===== config.mk =====
export PLATFORM = sky130hd
export DESIGN_NAME = branch_ctrl_unit_flat
export DESIGN_NICKNAME = d
export VERILOG_FILES = /design/src/rtl/branch_ctrl_unit_pkg.sv /design/src/rtl/branch_ctrl_unit_if.sv /design/src/rtl/bicc_cond_eval.sv /design/src/rtl/branch_ctrl_unit.sv /design/src/flat_wrapper.sv
export SDC_FILE = /design/constraint.sdc
export NUM_CORES = 1
export LEC_CHECK = 0
export ABC_AREA = 0
export CAP_MARGIN = 30
export CORE_MARGIN = 2
export CORE_UTILIZATION = 39
export CTS_CLUSTER_SIZE = 8
export DETAILED_ROUTE_END_ITERATION = 8
export GPL_ROUTABILITY_DRIVEN = 0
export PLACE_DENSITY_LB_ADDON = 0.12
export SYNTH_ARGS = -nofsm -noshare
export SYNTH_HDL_FRONTEND = slang
export SYNTH_HIERARCHICAL = 1
export SYNTH_SLANG_ARGS = --single-unit

===== constraint.sdc =====
create_clock -name clk -period 3.5 [get_ports clk]
set_input_delay 0.7 -clock clk [delete_from_list [all_inputs] [get_ports clk]]
set_output_delay 0.7 -clock clk [all_outputs]
set_load 0.01 [all_outputs]

===== src/rtl/branch_ctrl_unit_pkg.sv =====
// Shared definitions for the branch control unit: Bicc condition encodings,
// delay-slot FSM states and NZVC bit positions.
package branch_pkg;

    // Bicc cond field encodings
    localparam logic [3:0] COND_BN   = 4'b0000;
    localparam logic [3:0] COND_BE   = 4'b0001;
    localparam logic [3:0] COND_BLE  = 4'b0010;
    localparam logic [3:0] COND_BL   = 4'b0011;
    localparam logic [3:0] COND_BLEU = 4'b0100;
    localparam logic [3:0] COND_BCS  = 4'b0101;
    localparam logic [3:0] COND_BNEG = 4'b0110;
    localparam logic [3:0] COND_BVS  = 4'b0111;
    localparam logic [3:0] COND_BA   = 4'b1000;
    localparam logic [3:0] COND_BNE  = 4'b1001;
    localparam logic [3:0] COND_BG   = 4'b1010;
    localparam logic [3:0] COND_BGE  = 4'b1011;
    localparam logic [3:0] COND_BGU  = 4'b1100;
    localparam logic [3:0] COND_BCC  = 4'b1101;
    localparam logic [3:0] COND_BPOS = 4'b1110;
    localparam logic [3:0] COND_BVC  = 4'b1111;

    // NZVC bit positions within the {N,Z,V,C} vector
    localparam int CC_N = 3;
    localparam int CC_Z = 2;
    localparam int CC_V = 1;
    localparam int CC_C = 0;

    // Delay-slot sequencing state
    typedef enum logic [1:0] {
        IDLE      = 2'd0,
        SLOT_EXEC = 2'd1,
        SLOT_KILL = 2'd2
    } slot_state_e;

    // BA and BN never look at the flags, so they can never be held by a CC hazard
    function automatic logic cond_uses_cc(input logic [3:0] cond);
        return (cond != COND_BA) && (cond != COND_BN);
    endfunction

endpackage


===== src/rtl/branch_ctrl_unit_if.sv =====
// ID-stage branch bus: decoded branch, CC write-back from EX, and the
// redirect/squash/stall results plus architectural CC and statistics.
interface branch_ctrl_unit_if #(
    parameter int ADDR_W = 32,
    parameter int CNT_W  = 16
);
    logic              flush;
    logic              id_valid;
    logic              id_is_branch;
    logic [3:0]        id_cond;
    logic              id_annul;
    logic [ADDR_W-1:0] id_target;
    logic              cc_we;
    logic [3:0]        cc_in;
    logic              cc_pending;
    logic              redirect;
    logic [ADDR_W-1:0] target;
    logic              squash;
    logic              stall;
    logic [3:0]        cc_q;
    logic [CNT_W-1:0]  taken_cnt;
    logic [CNT_W-1:0]  ntaken_cnt;

    // Pipeline side: supplies the instruction and CC traffic
    modport master (
        output flush, id_valid, id_is_branch, id_cond, id_annul, id_target,
               cc_we, cc_in, cc_pending,
        input  redirect, target, squash, stall, cc_q, taken_cnt, ntaken_cnt
    );

    // Branch unit side
    modport slave (
        input  flush, id_valid, id_is_branch, id_cond, id_annul, id_target,
               cc_we, cc_in, cc_pending,
        output redirect, target, squash, stall, cc_q, taken_cnt, ntaken_cnt
    );
endinterface


===== src/rtl/bicc_cond_eval.sv =====
// Combinational Bicc condition evaluation: cond field + NZVC -> take.
module bicc_cond_eval
    import branch_pkg::*;
(
    input  logic [3:0] cond,
    input  logic [3:0] nzvc,
    output logic       take
);
    logic n, z, v, c;

    assign n = nzvc[CC_N];
    assign z = nzvc[CC_Z];
    assign v = nzvc[CC_V];
    assign c = nzvc[CC_C];

    // Decode every Bicc condition against the supplied flags
    always_comb begin
        take = 1'b0;
        case (cond)
            COND_BN:   take = 1'b0;
            COND_BE:   take = z;
            COND_BLE:  take = z | (n ^ v);
            COND_BL:   take = n ^ v;
            COND_BLEU: take = c | z;
            COND_BCS:  take = c;
            COND_BNEG: take = n;
            COND_BVS:  take = v;
            COND_BA:   take = 1'b1;
            COND_BNE:  take = ~z;
            COND_BG:   take = ~(z | (n ^ v));
            COND_BGE:  take = ~(n ^ v);
            COND_BGU:  take = ~(c | z);
            COND_BCC:  take = ~c;
            COND_BPOS: take = ~n;
            COND_BVC:  take = ~v;
            default:   take = 1'b0;
        endcase
    end
endmodule


===== src/rtl/branch_ctrl_unit.sv =====
// Branch resolution at ID: owns NZVC, resolves Bicc, sequences the
// delay-slot annul protocol, raises CC-hazard stalls and counts outcomes.
module branch_ctrl_unit
    import branch_pkg::*;
#(
    parameter int ADDR_W = 32,
    parameter int CNT_W  = 16
) (
    input  logic               clk,
    input  logic               rst_n,
    branch_ctrl_unit_if.slave  bus
);
    logic [3:0]        cc_q, cc_d;
    slot_state_e       state_q, state_d;
    logic [CNT_W-1:0]  taken_cnt_q, taken_cnt_d;
    logic [CNT_W-1:0]  ntaken_cnt_q, ntaken_cnt_d;

    logic [3:0]        eff_cc;
    logic              cond_true;
    logic              eligible;
    logic              stall_c;
    logic              resolve;
    logic              take;
    logic              kill_next;
    logic              squash_c;
    logic [ADDR_W-1:0] target_c;

    // Flags written by EX this cycle are bypassed straight into evaluation
    assign eff_cc = bus.cc_we ? bus.cc_in : cc_q;

    bicc_cond_eval u_cond_eval (
        .cond (bus.id_cond),
        .nzvc (eff_cc),
        .take (cond_true)
    );

    // Resolution, stall and squash decisions for the instruction in ID;
    // everything is forced quiet while reset or flush is asserted
    always_comb begin
        eligible  = bus.id_valid & bus.id_is_branch & (state_q != SLOT_KILL);
        stall_c   = rst_n & ~bus.flush & eligible & bus.cc_pending
                    & cond_uses_cc(bus.id_cond);
        resolve   = rst_n & ~bus.flush & eligible & ~stall_c;
        take      = resolve & cond_true;
        // a=1 annuls the slot unless a conditional branch is taken
        kill_next = bus.id_annul & ((bus.id_cond == COND_BA) | ~take);
        squash_c  = rst_n & ~bus.flush & (state_q == SLOT_KILL) & bus.id_valid;
        target_c  = take ? bus.id_target : '0;
    end

    // Next-state for the delay-slot sequencer; bubbles in ID hold the state
    always_comb begin
        state_d = state_q;
        if (bus.flush) begin
            state_d = IDLE;
        end else if (state_q == SLOT_KILL) begin
            if (bus.id_valid) state_d = IDLE;
        end else if (bus.id_valid) begin
            if (resolve)       state_d = kill_next ? SLOT_KILL : SLOT_EXEC;
            else if (!stall_c) state_d = IDLE;
        end
    end

    // CC register and saturating outcome counters
    always_comb begin
        cc_d         = bus.cc_we ? bus.cc_in : cc_q;
        taken_cnt_d  = taken_cnt_q;
        ntaken_cnt_d = ntaken_cnt_q;
        if (resolve) begin
            if (take) begin
                if (taken_cnt_q != '1) taken_cnt_d = taken_cnt_q + 1'b1;
            end else begin
                if (ntaken_cnt_q != '1) ntaken_cnt_d = ntaken_cnt_q + 1'b1;
            end
        end
    end

    // State registers
    always_ff @(posedge clk or negedge rst_n) begin
        if (!rst_n) begin
            cc_q         <= '0;
            state_q      <= IDLE;
            taken_cnt_q  <= '0;
            ntaken_cnt_q <= '0;
        end else begin
            cc_q         <= cc_d;
            state_q      <= state_d;
            taken_cnt_q  <= taken_cnt_d;
            ntaken_cnt_q <= ntaken_cnt_d;
        end
    end

    assign bus.redirect   = take;
    assign bus.target     = target_c;
    assign bus.squash     = squash_c;
    assign bus.stall      = stall_c;
    assign bus.cc_q       = cc_q;
    assign bus.taken_cnt  = taken_cnt_q;
    assign bus.ntaken_cnt = ntaken_cnt_q;
endmodule

===== src/flat_wrapper.sv =====
// flat-port wrapper written by rule: the top's interface ports become plain ports
module branch_ctrl_unit_flat import branch_pkg::*;
#(
    parameter int ADDR_W = 32,
    parameter int CNT_W  = 16
)
  (clk, rst_n, bus_flush, bus_id_valid, bus_id_is_branch, bus_id_cond, bus_id_annul, bus_id_target, bus_cc_we, bus_cc_in, bus_cc_pending, bus_redirect, bus_target, bus_squash, bus_stall, bus_cc_q, bus_taken_cnt, bus_ntaken_cnt);
  branch_ctrl_unit_if #(.ADDR_W(ADDR_W), .CNT_W(CNT_W)) bus_i ();
  input  logic clk;
  input  logic rst_n;
  input wire logic [$bits(bus_i.flush)-1:0] bus_flush;
  input wire logic [$bits(bus_i.id_valid)-1:0] bus_id_valid;
  input wire logic [$bits(bus_i.id_is_branch)-1:0] bus_id_is_branch;
  input wire logic [$bits(bus_i.id_cond)-1:0] bus_id_cond;
  input wire logic [$bits(bus_i.id_annul)-1:0] bus_id_annul;
  input wire logic [$bits(bus_i.id_target)-1:0] bus_id_target;
  input wire logic [$bits(bus_i.cc_we)-1:0] bus_cc_we;
  input wire logic [$bits(bus_i.cc_in)-1:0] bus_cc_in;
  input wire logic [$bits(bus_i.cc_pending)-1:0] bus_cc_pending;
  output wire logic [$bits(bus_i.redirect)-1:0] bus_redirect;
  output wire logic [$bits(bus_i.target)-1:0] bus_target;
  output wire logic [$bits(bus_i.squash)-1:0] bus_squash;
  output wire logic [$bits(bus_i.stall)-1:0] bus_stall;
  output wire logic [$bits(bus_i.cc_q)-1:0] bus_cc_q;
  output wire logic [$bits(bus_i.taken_cnt)-1:0] bus_taken_cnt;
  output wire logic [$bits(bus_i.ntaken_cnt)-1:0] bus_ntaken_cnt;
  assign bus_i.flush = bus_flush;
  assign bus_i.id_valid = bus_id_valid;
  assign bus_i.id_is_branch = bus_id_is_branch;
  assign bus_i.id_cond = bus_id_cond;
  assign bus_i.id_annul = bus_id_annul;
  assign bus_i.id_target = bus_id_target;
  assign bus_i.cc_we = bus_cc_we;
  assign bus_i.cc_in = bus_cc_in;
  assign bus_i.cc_pending = bus_cc_pending;
  assign bus_redirect = bus_i.redirect;
  assign bus_target = bus_i.target;
  assign bus_squash = bus_i.squash;
  assign bus_stall = bus_i.stall;
  assign bus_cc_q = bus_i.cc_q;
  assign bus_taken_cnt = bus_i.taken_cnt;
  assign bus_ntaken_cnt = bus_i.ntaken_cnt;
  branch_ctrl_unit #(.ADDR_W(ADDR_W), .CNT_W(CNT_W)) u_core (.clk(clk), .rst_n(rst_n), .bus(bus_i));
endmodule

=== After elaboration in Yosys (flattened, before gate mapping) ===
Index checks and enable logic that the tools add are counted.
Widths: inputs -> output; s select.

* Muxes and demuxes: 10
* $add $sub $neg: 2
* Order comparisons: 0
* Multiply operators: 0
* Shift-type cells: 0
* Eq/ne operators: 21
* Div/mod/pow operators: 0
* Reductions and logical operators: 7
* Bitwise logic cells: 25

{| class="wikitable"
|+ Operators with widths
! cell !! number
|-
| $add 16x1->16 const B || 2
|-
| $eq 4x4->1 const B || 8
|-
| $mux 32 || 1
|-
| $ne 16x16->1 const B || 2
|-
| $eq 4x3->1 const B || 4
|-
| $pmux 1 s16 || 1
|-
| $mux 2 || 7
|-
| $and 1x1->1 || 11
|-
| $not 1->1 || 10
|-
| $eq 4x2->1 const B || 2
|-
| $reduce_and 3->1 || 2
|-
| $eq 4x1->1 const B || 1
|-
| $logic_not 4->1 || 1
|-
| $mux 4 || 1
|-
| $ne 4x2->1 const B || 1
|-
| $ne 4x4->1 const B || 1
|-
| $reduce_bool 4->1 || 1
|-
| $or 1x1->1 || 3
|-
| $eq 2x2->1 const B || 1
|-
| $ne 2x2->1 const B || 1
|-
| $reduce_and 2->1 || 1
|-
| $reduce_bool 2->1 || 1
|-
| $logic_and 1x1->1 || 1
|-
| $xor 1x1->1 || 1
|}

* Memories kept: 0
* Bits in latches: 0
* Logic and storage cells: 69
* Input bits: 48
* Register bits: 38
* Memory bits (writable): 0
* Memory bits (read-only): 0
* Output and inout bits: 71

=== Logic depth before layout (Yosys ltp) ===
Gate-level depths: netlist of the first run.

* Depth in word-level cells: 16
* Mapped depth: 10
* Depth with buffers taken out: 9

=== Modules after synthesis ===
The synthesis of the first run kept the hierarchy.

{| class="wikitable"
|+ Modules (own cells, without submodules)
! module !! cells an instance !! area an instance (µm²) !! instances
|-
| branch_ctrl_unit || 205 || 2159.6 || 1
|-
| bicc_cond_eval || 11 || 82.6 || 1
|}

=== Worst setup path before layout of the first run ===
OpenSTA, ideal clock, no wires.

* Path kind: input to output
* Start: in bus_cc_we
* End: out bus_target[22]
* Path slack: 0.392 ns
* Required time: 2.800 ns
* Arrival: 2.408 ns
* Buffers on the path: 1
* Cell stages on the path: 9
* Cells stage by stage: mux2_2 -> xor2_1 -> o21ai_0 -> a21oi_2 -> xor2_1 -> nand4_2 -> inv_1 -> clkbuf_1 -> and2_1

* Longest elaborated chain between the ends: 7

{| class="wikitable"
|+ RTL lines
! element !! RTL line !! text
|-
| start, declared || flat_wrapper.sv:17 || <nowiki>input wire logic [$bits(bus_i.cc_we)-1:0] bus_cc_we;</nowiki>
|-
| $mux 4 * || n/a ||
|-
| $xor 1x1->1 || n/a ||
|-
| $or 1x1->1 || bicc_cond_eval.sv:22, bicc_cond_eval.sv:30 ||
|-
| $not 1->1 || bicc_cond_eval.sv:30 || <nowiki>COND_BG: take = ~(z | (n ^ v));</nowiki>
|-
| $pmux 1 s16 * || bicc_cond_eval.sv:19 || <nowiki>case (cond)</nowiki>
|-
| net u_core.cond_true || branch_ctrl_unit.sv:19 || <nowiki>logic cond_true;</nowiki>
|-
| $and 1x1->1 * || branch_ctrl_unit.sv:44 || <nowiki>take = resolve & cond_true;</nowiki>
|-
| net bus_redirect || flat_wrapper.sv:20 || <nowiki>output wire logic [$bits(bus_i.redirect)-1:0] bus_redirect;</nowiki>
|-
| $mux 32 * || branch_ctrl_unit.sv:48 || <nowiki>target_c = take ? bus.id_target : '0;</nowiki>
|-
| end, declared || flat_wrapper.sv:21 || <nowiki>output wire logic [$bits(bus_i.target)-1:0] bus_target;</nowiki>
|}

The timed path passes the listed nets; every way through them passes the cells marked *.

=== Worst setup path in the final report of the first run ===
* Start: in bus_cc_in[1]
* End: out bus_target[16]

* Longest elaborated chain between the ends: 7

{| class="wikitable"
|+ RTL lines
! element !! RTL line !! text
|-
| start, declared || flat_wrapper.sv:18 || <nowiki>input wire logic [$bits(bus_i.cc_in)-1:0] bus_cc_in;</nowiki>
|-
| $mux 4 * || n/a ||
|-
| $xor 1x1->1 || n/a ||
|-
| $or 1x1->1 || bicc_cond_eval.sv:22, bicc_cond_eval.sv:30 ||
|-
| $not 1->1 || bicc_cond_eval.sv:30 ||
|-
| $pmux 1 s16 * || bicc_cond_eval.sv:19 ||
|-
| net u_core.cond_true || branch_ctrl_unit.sv:19 ||
|-
| $and 1x1->1 * || branch_ctrl_unit.sv:44 ||
|-
| $mux 32 * || branch_ctrl_unit.sv:48 ||
|}

Marks and branches as above.

==> impl_metrics.toml, run 1 <==
[logic_synthesis]
synth-main-ff-cell = "dfrtp_1"
synth_fp_nets = 266
synth_edf_count = 0
syn_area_per_cell_um2 = 10.4
seq_area_frac_synth = 0.424
ys_types = 43
synthCells = 216
ys_seq_elements = 38
synth_top_area_share = 0.424
async_reset_ff_frac = 1.00
synth_top_area_cell = "dfrtp_1"
synthTopCellsByArea = "dfrtp_1 42%, and2_1 8.9%, xor2_1 8.6%"
synth_warnings = 6
synth_common_cells = "38 x dfrtp_1, 32 x and2_1, 22 x xor2_1, 17 x nand3_1"
netlist_area_um2 = 2240
yosysMostFrequentCell = "dfrtp_1"

[cells_and_area]
register_area_um2 = 951
antenna_cells = 0
multi_input_area_um2 = 1250
syn_to_final_growth_pct = 65.1
nFillCells = 482
final_nets = 402
drive_gt1_frac = 0.255
utilization = 0.668
final_cells = 425

[setup_path]
cp-start-kind = "input pin"
crit_fanout = 8
crit_chain = "clkdlybuf4s50_1, mux2_4, xor2_1, o21ai_1, a21oi_2, xor2_2, nand4_2, inv_4, clkbuf_16, and2_1, buf_2"
cpPeakStageDelay_ns = 0.41
endpoint_kind = "primary output"
r2r_cells = 12
crit_type = "input pin to primary output"
required_ns = 2.80
reg2reg_to = "u_core/bus.taken_cnt[7]$_DFFE_PN0P_"
critical_path.slowest_cell = "clkdlybuf4s50_1"
cp.arrival_ns = 2.69
reg2reg_setup_slack_ns = 0.91
r2r-start = "u_core/bus.cc_q[3]$_DFF_PN0_"

[hold_path]
min_delay_worst_endpoint = "u_core/bus.taken_cnt[14]$_DFFE_PN0P_"
hold_path.startpoint = "u_core/bus.taken_cnt[14]$_DFFE_PN0P_"
hold_path.class = "flip-flop to flip-flop"
min_delay_path_depth = 1

[clock_tree]
clk_path_buf_depth = 2
cts_buffers = 5
clockRootBuffer = "clkbuf_8"
htreeDepth = 2
hold_buffers = 0
clk_pin_slew_ns = 0.07
clk_latency_ns = 0.29
cts_tree = "yes"
clock_sinks = 38

[global_routing]
grt_usage = 0.178
grt_max_degree = 39
grt_overflow = 0
antenna_found_initial = 0
grt_pass1_wl_um = 8940
grt_pass1_vias = 1954

[sta]
setup_viol = 0
fin_crit_sh = 0.969
worst_pin_slew_ns = 0.482
final-hold-violation-count = 0
min_period_ns = 3.39
finalMaxSlewViolations = 0
fin_skew_ns = 0.00566
fin_setup_tns_ns = 0
max_slew_margin = 0.679
timing.fmax_mhz = 295
grt_setup_unrepaired = "true"

[floorplan]
initial_core_util = 0.405
floorplan.die.width_um = 79.8
pin_count = 119
die_area_um2 = 6370
core_um2 = 5540
fp.dieH_um = 79.8
rows = 27

[place]
io_buffer_count = 118
place_inst = 413
hpwl_um = 4430

[flow_run]
drv_cap = 0

[route]
drtIter0Drc = 37
viasPerCell = 4.80
drc = 0
wirelength_um = 5870
vias = 2040
postRouteAntennaNets = 0
wl_per_cell_um = 13.8
first_pass_iters = 4

[status]
status = "finished clean"

[pwr]
power_density_nw_per_um2 = 318
ir_worst_vdd_mv = 0.214
p_leak_uw = 0.00172
## final cells by class
cell class                      count  area share
Multi-Input combinational cell    164       0.338
Timing Repair Buffer              134       0.332
Clock buffer                        6      0.0223
Sequential cell                    38       0.257
Inverter                            9     0.00980
Tap cell                           72      0.0243
Clock inverter                      2      0.0162
## kinds of logic after synthesis
family / count (synthesis) / synth area share
buf+inv: 14 / 0.0301
fa+ha+maj: 2 / 0.0112
compound gates: 16 / 0.0642
xor+xnor: 29 / 0.113
mux: 8 / 0.0396
simple gates: 109 / 0.318
flops: 38 / 0.424
## report_power, final
part	switching (µW)	internal, µW
Clock	157	304
Combinational	83.1	141
Sequential	28.1	465
## registers in the layout, summed over array words and instances, names as in the netlist
| signal | flops |
|---|---|
| u_core/state_q | 2 |
| u_core/bus.cc_q | 4 |
| u_core/bus.taken_cnt | 16 |
| u_core/bus.ntaken_cnt | 16 |
## worst max path at each step
stage / start / endpoint / slack, ns / cells after the start
5_1_grt: bus_cc_in[1] / bus_target[18] / -0.02 / 11
3_5_place_dp: bus_cc_we / bus_target[29] / -0.56 / 11
4_1_cts: bus_cc_in[3] / bus_target[4] / 0.0008 / 11
6_report: bus_cc_in[1] / bus_target[16] / 0.11 / 11
3_3_place_gp: bus_cc_we / bus_target[29] / -0.53 / 11
2_1_floorplan: bus_cc_we / bus_target[22] / 0.39 / 9
## layer usage
layer | vias up | global-route usage | part of all wire
met3 | 7 | 0.0532 | 0.067
met5 | - | 0 | 0
met1 | 946 | 0.225 | 0.45
met2 | 75 | 0.287 | 0.47
li1 | 1012 | - | -
met4 | 0 | 0.0661 | 0.014
## stage by stage
stage	instance area (µm²)	setup WS [ns]	hold slack [ns]	total power, µW
floorplan	2240	0.392	0.404	574
global placement	3580	-0.530	0.491	718
detailed placement	3580	-0.561	0.495	723
CTS	3700	0.000810	0.505	1190
global route	3700	-0.0192	0.525	1240
finish	3700	0.109	0.504	1180
## cells in the final DEF (no fill, tap or decap), types with 3 or more instances in the layout
cell type,n
xnor2_1,7
and2_1,28
buf_2,7
nor3_2,7
clkbuf_8,6
nand2_1,12
nor3_1,3
clkbuf_2,20
xor2_1,21
clkdlybuf4s50_1,81
nor2b_1,3
nand3_1,17
dfrtp_1,38
nor4_2,5
mux2_1,3
buf_4,12
and2_4,4
mux2_4,3
nor2_1,12
inv_1,8
buf_6,7
## what timing repair did
action,in CTS,in global routing
gates cloned,0,3
pin swaps,1,6
resized for setup,50,81
buffers inserted,1,0
setup endpoints to repair,33,33
## critical path, delay by kind of cell
kind            cells  cell delay [ns]
mux                 1             0.28
xor+xnor            2             0.31
compound gates      2             0.28
simple gates        2             0.29
buf+inv             4             0.83
(Power assumes the default switching activity.)
==> run 2: changes to the inputs <==
- PLACE_DENSITY: default -> 0.82
- PLACE_DENSITY_LB_ADDON: 0.12 -> default
==> impl_metrics.toml, run 2 (same netlist as run 1, synthesis figures left out) <==
[pwr]
seqPwrFrac = 0.472
power_frac_clock = 0.298
power_frac_comb = 0.230
power_density_nw_per_um2 = 274
power.total_uw = 1040
p_leak_uw = 0.00178
ir_worst_vdd_mv = 0.216
p_switching_uw = 270
internal_power_uw = 774
sw_frac_of_total = 0.259

[cells_and_area]
antenna_cells = 0
nFillCells = 464
final_cell_mix = "80 x clkdlybuf4s50_1, 38 x dfrtp_1, 22 x xor2_1"
utilization = 0.688
syn_to_final_growth_pct = 70.0
drive_gt1_frac = 0.310
final_nets = 407
layout.cells.most_common = "clkdlybuf4s50_1"

[floorplan]
die_area_um2 = 6370
core_um2 = 5540
initial_core_util = 0.405
pin_count = 119
fp.dieH_um = 79.8
floorplan.die.width_um = 79.8
rows = 27

[sta]
fin_skew_ns = 0.00766
hold_slack_ns = 0.495
max_slew_margin = 0.675
fin_setup_tns_ns = 0
worst_pin_slew_ns = 0.487
setup_viol = 0
fin_crit_sh = 0.971
final-hold-violation-count = 0
finalMaxSlewViolations = 0
timing.fmax_mhz = 294
min_period_ns = 3.40

[clock_tree]
cts_buffers = 5
htreeDepth = 2
clockRootBuffer = "clkbuf_8"
clk_latency_ns = 0.29
clk_pin_slew_ns = 0.07
hold_buffers = 0
clk_path_buf_depth = 2
clock_sinks = 38
cts_tree = "yes"

[global_routing]
grt_overflow = 0
grt_usage = 0.197
grt_pass1_wl_um = 9780
antenna_found_initial = 0
grt_pass1_vias = 2094
grt_max_degree = 40

[route]
viasPerCell = 4.91
first_pass_iters = 4
drtIter0Drc = 70
vias = 2111
postRouteAntennaNets = 0
wl_per_cell_um = 14.8
drc = 0
wirelength_um = 6370

[setup_path]
crit_type = "input pin to primary output"
crit_chain = "clkdlybuf4s50_1, mux2_4, mux2i_1, o2111a_1, a21oi_2, xor2_1, nand4_2, clkinv_4, clkbuf_16, and2_1, buf_2"
cp.arrival_ns = 2.70
critical_path.slowest_cell = "clkdlybuf4s50_1"
crit_fanout = 5
cpPeakStageDelay_ns = 0.40
required_ns = 2.80
endpoint_kind = "primary output"
cp-start-kind = "input pin"

[flow_run]
drv_cap = 0

[hold_path]
hold_path.class = "input pin to async pin"

[place]
io_buffer_count = 118
hpwl_um = 4730

[status]
status = "finished clean"
-- run 2: final timing paths --
check / from / end / slack, ns / cells after the start
setup reg to reg: u_core/bus.cc_q[1]$_DFF_PN0_ / u_core/bus.taken_cnt[1]$_DFFE_PN0P_ / 0.67 / 12
setup / recovery: bus_cc_in[2] / bus_target[3] / 0.10 / 11
hold reg to reg: u_core/bus.ntaken_cnt[11]$_DFFE_PN0P_ / u_core/bus.ntaken_cnt[11]$_DFFE_PN0P_ / 0.50 / 1
hold / removal: rst_n / u_core/bus.cc_q[0]$_DFF_PN0_ / 0.50 / 2
min in group clk: u_core/bus.ntaken_cnt[11]$_DFFE_PN0P_ / u_core/bus.ntaken_cnt[11]$_DFFE_PN0P_ / 0.50 / 1
max in group asynchronous: rst_n / u_core/bus.taken_cnt[10]$_DFFE_PN0P_ / 2.65 / 2
-- run 2: power by group through the flow --
stage / Combinational, µW / Clock, µW / Sequential (µW)
global route: 262 / 340 / 497
global placement: 219 / 0 / 501
CTS: 228 / 322 / 494
floorplan: 63.9 / 0 / 511
finish: 240 / 311 / 493
detailed placement: 223 / 0 / 502
-- run 2: critical path: cells and delay by family --
family	cells	cell delay, ns
buffers and inverters	4	0.82
multiplexers	2	0.42
AND/OR/NAND/NOR	2	0.29
AO/OA/AOI/OAI	2	0.24
XOR/XNOR	1	0.22
-- run 2: area by class of cell --
class / instances / area [µm²] / share of cell area
Timing Repair Buffer: 139 / 1350 / 0.353
Inverter: 9 / 38.8 / 0.0102
Multi-Input combinational cell: 164 / 1290 / 0.339
Tap cell: 72 / 90.1 / 0.0236
Sequential cell: 38 / 951 / 0.250
Clock inverter: 2 / 12.5 / 0.00328
Clock buffer: 6 / 82.6 / 0.0217
-- run 2: metrics by stage --
stage | std cells | worst slack [ns] | instance area [µm²]
after global placement | 414 | -0.573 | 3580
after detailed placement | 414 | -0.647 | 3580
final | 430 | 0.102 | 3810
after global routing | 430 | -0.0258 | 3810
after floorplan | 216 | 0.392 | 2240
after CTS | 424 | 0.000461 | 3730
-- run 2: repair_timing --
| action | in CTS | in global routing |
|---|---|---|
| pin swaps | 2 | 4 |
| cloned | 0 | 4 |
| setup buffers | 2 | 2 |
| setup endpoints to repair | 33 | 33 |
| resized for setup | 104 | 77 |
-- run 2: metal layers --
layer,up-vias,routed length (µm),GRT usage,share of wire
li1,1016,-,-,-
met1,997,2370,0.213,0.37
met2,88,3390,0.366,0.53
met3,10,496,0.0690,0.078
met4,0,114,0.0492,0.018
met5,-,0,0,0
